### src/rtl/fft_frame_ctrl.sv
// Frame sequencer around the R2SDF FFT stage chain: admits one N-point frame, tags results, recovers from stalls.
// Optional FFT_BITREV_IDX_EN: report oOut_idx as the bit-reversed arrival count (natural bin order).
module fft_frame_ctrl #(
    parameter int LOG2N   = 5,
    parameter int IW      = 33,
    parameter int OW      = 36,
    parameter int TIMEOUT = 1024
) (
    input  logic             iClk,
    input  logic             Rst,
    input  logic             iIn_valid,
    output logic             oIn_ready,
    input  logic [IW-1:0]    iIn_Re,
    input  logic [IW-1:0]    iIn_Im,
    output logic             oPipe_valid,
    output logic [IW-1:0]    oPipe_Re,
    output logic [IW-1:0]    oPipe_Im,
    output logic             oPipe_rst_n,
    input  logic             iPipe_valid,
    input  logic [OW-1:0]    iPipe_Re,
    input  logic [OW-1:0]    iPipe_Im,
    output logic             oOut_valid,
    output logic [OW-1:0]    oOut_Re,
    output logic [OW-1:0]    oOut_Im,
    output logic             oOut_sop,
    output logic             oOut_eop,
    output logic [LOG2N-1:0] oOut_idx,
    output logic             oBusy,
    output logic             oErr
);

    localparam int N  = 2 ** LOG2N;
    localparam int CW = LOG2N + 1;
    localparam int TW = $clog2(TIMEOUT + 1);

    typedef enum logic [1:0] {IDLE, LOAD, DRAIN, CLEAR} state_t;

    state_t        state, stateNext;
    logic [CW-1:0] inCnt, outCnt;
    logic [TW-1:0] idleCnt;
    logic          clrCnt;
    logic          runQ;
    logic          accept, inFrame, lastIn, lastOut, resultHit, timeoutHit, strayResult;

`ifdef FFT_BITREV_IDX_EN
    function automatic logic [LOG2N-1:0] bitRev(input logic [LOG2N-1:0] v);
        logic [LOG2N-1:0] r;
        r = '0;
        for (int unsigned i = 0; i < LOG2N; i++) r[i] = v[LOG2N-1-i];
        return r;
    endfunction
`endif

    always_ff @(posedge iClk or posedge Rst) begin
        if (Rst) state <= IDLE;
        else     state <= stateNext;
    end

    always_comb begin
        stateNext   = state;
        oBusy       = (state != IDLE);
        // runQ keeps ready low while reset is held and until the first clock after it
        oIn_ready   = runQ && (state == IDLE || state == LOAD);
        accept      = iIn_valid && oIn_ready;
        inFrame     = (state == LOAD || state == DRAIN);
        lastIn      = (inCnt == CW'(N - 1));
        lastOut     = (outCnt == CW'(N - 1));
        resultHit   = inFrame && iPipe_valid;
        timeoutHit  = inFrame && !accept && !iPipe_valid && (idleCnt == TW'(TIMEOUT - 1));
        strayResult = iPipe_valid && (state == IDLE || state == CLEAR);
        case (state)
            IDLE:  if (accept) stateNext = LOAD;
            LOAD: begin
                if (timeoutHit)           stateNext = CLEAR;
                else if (accept && lastIn) stateNext = DRAIN;
            end
            DRAIN: begin
                if (timeoutHit)             stateNext = CLEAR;
                else if (resultHit && lastOut) stateNext = IDLE;
            end
            CLEAR: if (clrCnt) stateNext = IDLE;
            default: stateNext = IDLE;
        endcase
    end

    always_ff @(posedge iClk or posedge Rst) begin
        if (Rst) begin
            runQ        <= 1'b0;
            oPipe_rst_n <= 1'b0;
            clrCnt      <= 1'b0;
            inCnt       <= '0;
            outCnt      <= '0;
            idleCnt     <= '0;
            oPipe_valid <= 1'b0;
            oPipe_Re    <= '0;
            oPipe_Im    <= '0;
            oOut_valid  <= 1'b0;
            oOut_Re     <= '0;
            oOut_Im     <= '0;
            oOut_sop    <= 1'b0;
            oOut_eop    <= 1'b0;
            oOut_idx    <= '0;
            oErr        <= 1'b0;
        end else begin
            runQ        <= 1'b1;
            // pipe clear follows the state register so it is low exactly for the CLEAR cycles
            oPipe_rst_n <= (stateNext != CLEAR);
            clrCnt      <= (state == CLEAR) ? ~clrCnt : 1'b0;

            if (state == CLEAR)                inCnt <= '0;
            else if (state == IDLE && accept)  inCnt <= CW'(1);
            else if (state == LOAD && accept)  inCnt <= inCnt + CW'(1);

            if (resultHit)                                      outCnt <= lastOut ? '0 : outCnt + CW'(1);
            else if (state == CLEAR || (state == IDLE && accept)) outCnt <= '0;

            if (inFrame && !accept && !iPipe_valid) idleCnt <= idleCnt + TW'(1);
            else                                    idleCnt <= '0;

            oPipe_valid <= accept;
            if (accept) begin
                oPipe_Re <= iIn_Re;
                oPipe_Im <= iIn_Im;
            end

            oOut_valid <= resultHit;
            oOut_sop   <= resultHit && (outCnt == '0);
            oOut_eop   <= resultHit && lastOut;
            if (resultHit) begin
                oOut_Re <= iPipe_Re;
                oOut_Im <= iPipe_Im;
`ifdef FFT_BITREV_IDX_EN
                oOut_idx <= bitRev(outCnt[LOG2N-1:0]);
`else
                oOut_idx <= outCnt[LOG2N-1:0];
`endif
            end

            if (timeoutHit || strayResult) oErr <= 1'b1;
        end
    end

endmodule

### config.mk
export PLATFORM = sky130hd
export DESIGN_NAME = fft_frame_ctrl
export DESIGN_NICKNAME = d
export VERILOG_FILES = /design/src/rtl/fft_frame_ctrl.sv
export SDC_FILE = /design/constraint.sdc
export NUM_CORES = 1
export LEC_CHECK = 0
export CORE_UTILIZATION = 43
export DETAILED_ROUTE_END_ITERATION = 7
export PLACE_DENSITY = 0.9
export SYNTH_ARGS = -nofsm -noshare
export SYNTH_HDL_FRONTEND = slang
export SYNTH_SLANG_ARGS = --single-unit
### constraint.sdc
create_clock -name iClk -period 8.9 [get_ports iClk]
set_clock_uncertainty 0.2 [all_clocks]
set_input_delay 2.225 -clock iClk [delete_from_list [all_inputs] [get_ports iClk]]
set_output_delay 2.225 -clock iClk [all_outputs]
set_load 0.05 [all_outputs]
# Word-level counts from Yosys, hierarchy flattened
# Index checks and enable logic that the tools add are counted.
[totals]
out_inout_bits = 151
word_cells = 67
ff_bits = 176
input_bits = 142
[op_classes]
n_bitwise = 1
reduce_logical = 24
muxes = 15
n_eq_ne = 7
n_addsub = 3
[ops]
columns = ["op", "n"]
rows = [
  ["$mux 6", 6],
  ["$add 6x1->6 const B", 2],
  ["$eq 6x5->1 const B", 2],
  ["$logic_and 1x1->1", 12],
  ["$mux 2", 6],
  ["$add 11x1->11 const B", 1],
  ["$eq 11x10->1 const B", 1],
  ["$mux 11", 1],
  ["$pmux 2 s4", 1],
  ["$logic_not 6->1", 1],
  ["$logic_or 1x1->1", 5],
  ["$eq 2x2->1 const B", 2],
  ["$reduce_bool 2->1", 2],
  ["$reduce_bool 3->1", 1],
  ["$eq 2x1->1 const B", 1],
  ["$logic_not 1->1", 2],
  ["$logic_not 2->1", 1],
  ["$ne 2x2->1 const B", 1],
  ["$mux 1", 1],
  ["$not 1->1", 1],
]

# Depth between registers and ports, before layout
[depth]
depth_word = 11
mapped_depth = 8
ltp_nobuf = 8

# Worst setup path after synthesis
# No wires, ideal clock.
[synth_path]
kind = "input to register"
start = "input iPipe_valid"
end = "register oOut_Im[10]"
setup_ps = 125
arrival_time_ps = 3423
path_buffers = 2
t_required_ps = 8575
cell_stages = 5
slack_ps = 5152
cell_sequence = "nand2_1 clkinv_1 clkbuf_1 buf_1 mux2_2"
[synth_between]
elab_chain_cells = 1
[synth_rtl]
columns = ["element", "line", "text"]
rows = [
  ["from (decl)", "19", "input logic iPipe_valid,"],
  ["$logic_and 1x1->1", "68", "resultHit = inFrame && iPipe_valid;"],
  ["to (signal assigned)", "131", "oOut_Im <= iPipe_Im;"],
  ["to (decl)", "24", "output logic [OW-1:0] oOut_Im,"],
]
# No other way between the ends.
# A chain may end at the register's enable or synchronous reset.

# Worst setup path in the final report
[layout_path]
start = "register state[1]"
end = "output oIn_ready"
[layout_between]
elab_chain_cells = 3
word_cells_on_any_way = 4
classes_between = "eq/ne (1); reduce/logical (3)"
[layout_rtl]
columns = ["element", "line", "text"]
rows = [
  ["from (decl)", "38", "state_t state, stateNext;"],
  ["from (signal assigned)", "56", "else state <= stateNext;"],
  ["$eq 2x1->1 or $logic_not 2->1 (tied branches)", "63", "oIn_ready = runQ && (state == IDLE || state == LOAD);"],
  ["$logic_or 1x1->1 *", "63", ""],
  ["$logic_and 1x1->1 *", "63", ""],
  ["to (decl)", "12", "output logic oIn_ready,"],
]
# Mark *: on every way between the ends. The rest lies on a longest branch, timed or not.

==> flow_summary.ini <==
[run_status]
status = finished, final reports clean

[grt]
grt_usage_pct = 21.7
grt_pass1_vias = 5605
grt_max_degree = 110
antenna_found_initial = 0
overflow = 0
grt_pass1_wl_um = 27700

[die]
core_region_area_um2 = 15400
ioPinCount = 293
die_w_um = 128
start_util_pct = 44.7
die-area_um2 = 16500
fp.dieH_um = 128
rows = 45

[sta]
fin_setup_tns_ns = 0
relSlewSlack_pct = 35.9
hold_violations = 0
worst_pin_slew_ns = 0.962
timing.final.crit_share_pct = 52.8
setup_viol = 0
rsz0062_at_grt = false
whs_ns = 0.265
max_freq_ghz = 0.213
drv_slew = 0
fin_crit_ns = 4.70

[route]
ant_nets = 0
drt_iter0_markers = 247
wl_um = 17600
met3WireLength_um = 1620
top_layer = met4
drt-met1-wl_um = 6670
dr_wl_met2_um = 8940
wl_per_cell_um = 15.8
vias_per_cell = 4.84
drc = 0
dr.pass1.iters = 6
num_vias = 5419

[power]
total_power_mw = 4.68
peakVddDrop_v = 0.000247
power_density_nw_per_um2 = 442
p_leak_nw = 4.74

[placed_design]
gp_congestion = 0.846
dpl.hpwl_um = 12700
port_buffers = 292

[clocking]
clk_latency_ns = 0.41
cts_tree = done
ctsHoldBuffers = 0
cts_root_buf = clkbuf_16
cts_max_path_buffers = 2
ctsResizeCount = 0
htree_num_levels = 4
post-cts-setup-buffers = 0
clock_sink_count = 176
path_clk_slew_ns = 0.07
numCtsBuffers = 17

[cells_and_area]
drive_gt1_share_pct = 12.6
area_growth_pct = 54.0
fillCellCount = 1111
nets = 1045
antenna_cells = 0

[synthesis]
ys_seq_area_share_pct = 64.1
synth_edf_count = 0
synth_compound_area_share_pct = 3.28
muxShareOfSynthArea_pct = 12.4
synth.avg_cell_area_um2 = 11.4
synth_ff_type = dfrtp_1
synth-xor-area-share_pct = 1.40
yosysWarningCount = 0
synthesis.nets = 755
synthCells = 605
synthesis.area_um2 = 6870
synthArstFlopShare_pct = 100
synth_fa_ha_area_share_pct = 1.46
ys_ff_latch = 176
synth_cell_types = 38
yosys.area_share.simple_pct = 15.2
synth_top_family_by_area = simple AND/OR/NAND/NOR gates

[critical_path]
end_kind = output pin
start_kind = flop
cp.required_ns = 6.48
arrival_ns = 2.27
path_max_fanout = 6
path_class = flop to output pin
worst_r2r_path_depth = 9

[hold_path]
min_delay_path_depth = 1
hp-class = flop to flop

[run]
maxCapViolations = 0
==> cell usage after synthesis (all sizes together), types with 4 or more instances <==
master	instances	area, um^2
nand3	10	50.1
inv	12	45.0
ha	8	100
nand2	213	800
dfrtp	176	4400
mux2	75	845
xnor2	5	43.8
o21ai	16	80.1
o31ai	4	30.0
nor2	21	78.8
xor2	6	52.6
clkbuf	19	71.3
buf	6	22.5
==> metal layers <==
metal	up-vias	track usage [%]
li1	2544	-
met1	2609	24.1
met2	234	38.4
met3	32	7.36
met4	0	8.72
met5	-	0
==> worst max-delay path: stages (launching register included) <==
cell and delay (ns):
dfrtp_1 0.41, inv_1 0.16, ha_1 0.33, o21a_1 0.16, clkdlybuf4s50_1 0.80
==> flip-flops by register name, summed over array words and instances (netlist names) <==
register,flops
oOut_idx,5
oOut_sop,1
oPipe_Im,33
oPipe_Re,33
oOut_Im,36
oOut_Re,36
clrCnt,1
outCnt,6
state,2
oPipe_rst_n,1
idleCnt,11
oOut_valid,1
runQ,1
oPipe_valid,1
oErr,1
oOut_eop,1
inCnt,6
==> area by class of cell <==
class / count / area, um^2 / share of cell area (%)
clock buffers: 21 / 440 / 4.16
clock inverters: 11 / 131 / 1.24
inverters: 13 / 53.8 / 0.509
multi-input cells: 391 / 2330 / 22.0
flip-flops and latches: 176 / 4400 / 41.6
well taps: 211 / 264 / 2.50
repair buffers: 296 / 2950 / 27.9
==> metrics by stage <==
step	setup WS [ns]	std cells	util, %	area (um^2)
6_report	4.20	1119	68.8	10600
5_1_grt	4.07	1119	68.8	10600
4_1_cts	4.19	1119	68.8	10600
3_5_place_dp	3.95	1087	65.1	10000
3_3_place_gp	4.03	1087	65.1	10000
2_1_floorplan	1.70	605	-	6870
==> cells by family after synthesis <==
| family | after synthesis |
|---|---|
| AO/OA/AOI/OAI | 34 |
| multiplexers | 76 |
| other | 1 |
| AND/OR/NAND/NOR | 261 |
| buffers and inverters | 38 |
| adder cells (fa/ha/maj) | 8 |
| XOR/XNOR | 11 |
| flip-flops | 176 |
==> path summary, 6_finish.rpt <==
| path | from | end | slack, ns |
|---|---|---|---|
| min in group asynchronous | Rst | oPipe_Im[30] | 2.20 |
| worst min register to register | idleCnt[0] | idleCnt[0] | 0.26 |
| worst max-delay path | state[1] | oIn_ready | 4.20 |
| worst min-delay path | idleCnt[0] | idleCnt[0] | 0.26 |
| max in group asynchronous | Rst | oOut_Re[6] | 4.83 |
| worst max register to register | state[0] | oPipe_rst_n | 5.76 |
==> placed cells by master, fill, tap and decap left out, drive strengths merged, types with 4 or more instances in the layout <==
cell type and instances:
clkdlybuf4s50 292, nand2 213, dfrtp 176, mux2 75, nor2 21, clkbuf 21
o21ai 16, inv 16, nand3 10, ha 8, xor2 6, xnor2 5
clkinvlp 5, o31ai 4, buf 4
==> power breakdown <==
| group | switching, mW | internal [mW] |
|---|---|---|
| logic | 1.69 | 0.914 |
| registers | 0.198 | 1.15 |
| clock network | 0.309 | 0.417 |
| total | 2.20 | 2.48 |
No activity file was read; power rests on OpenSTA's default activity.
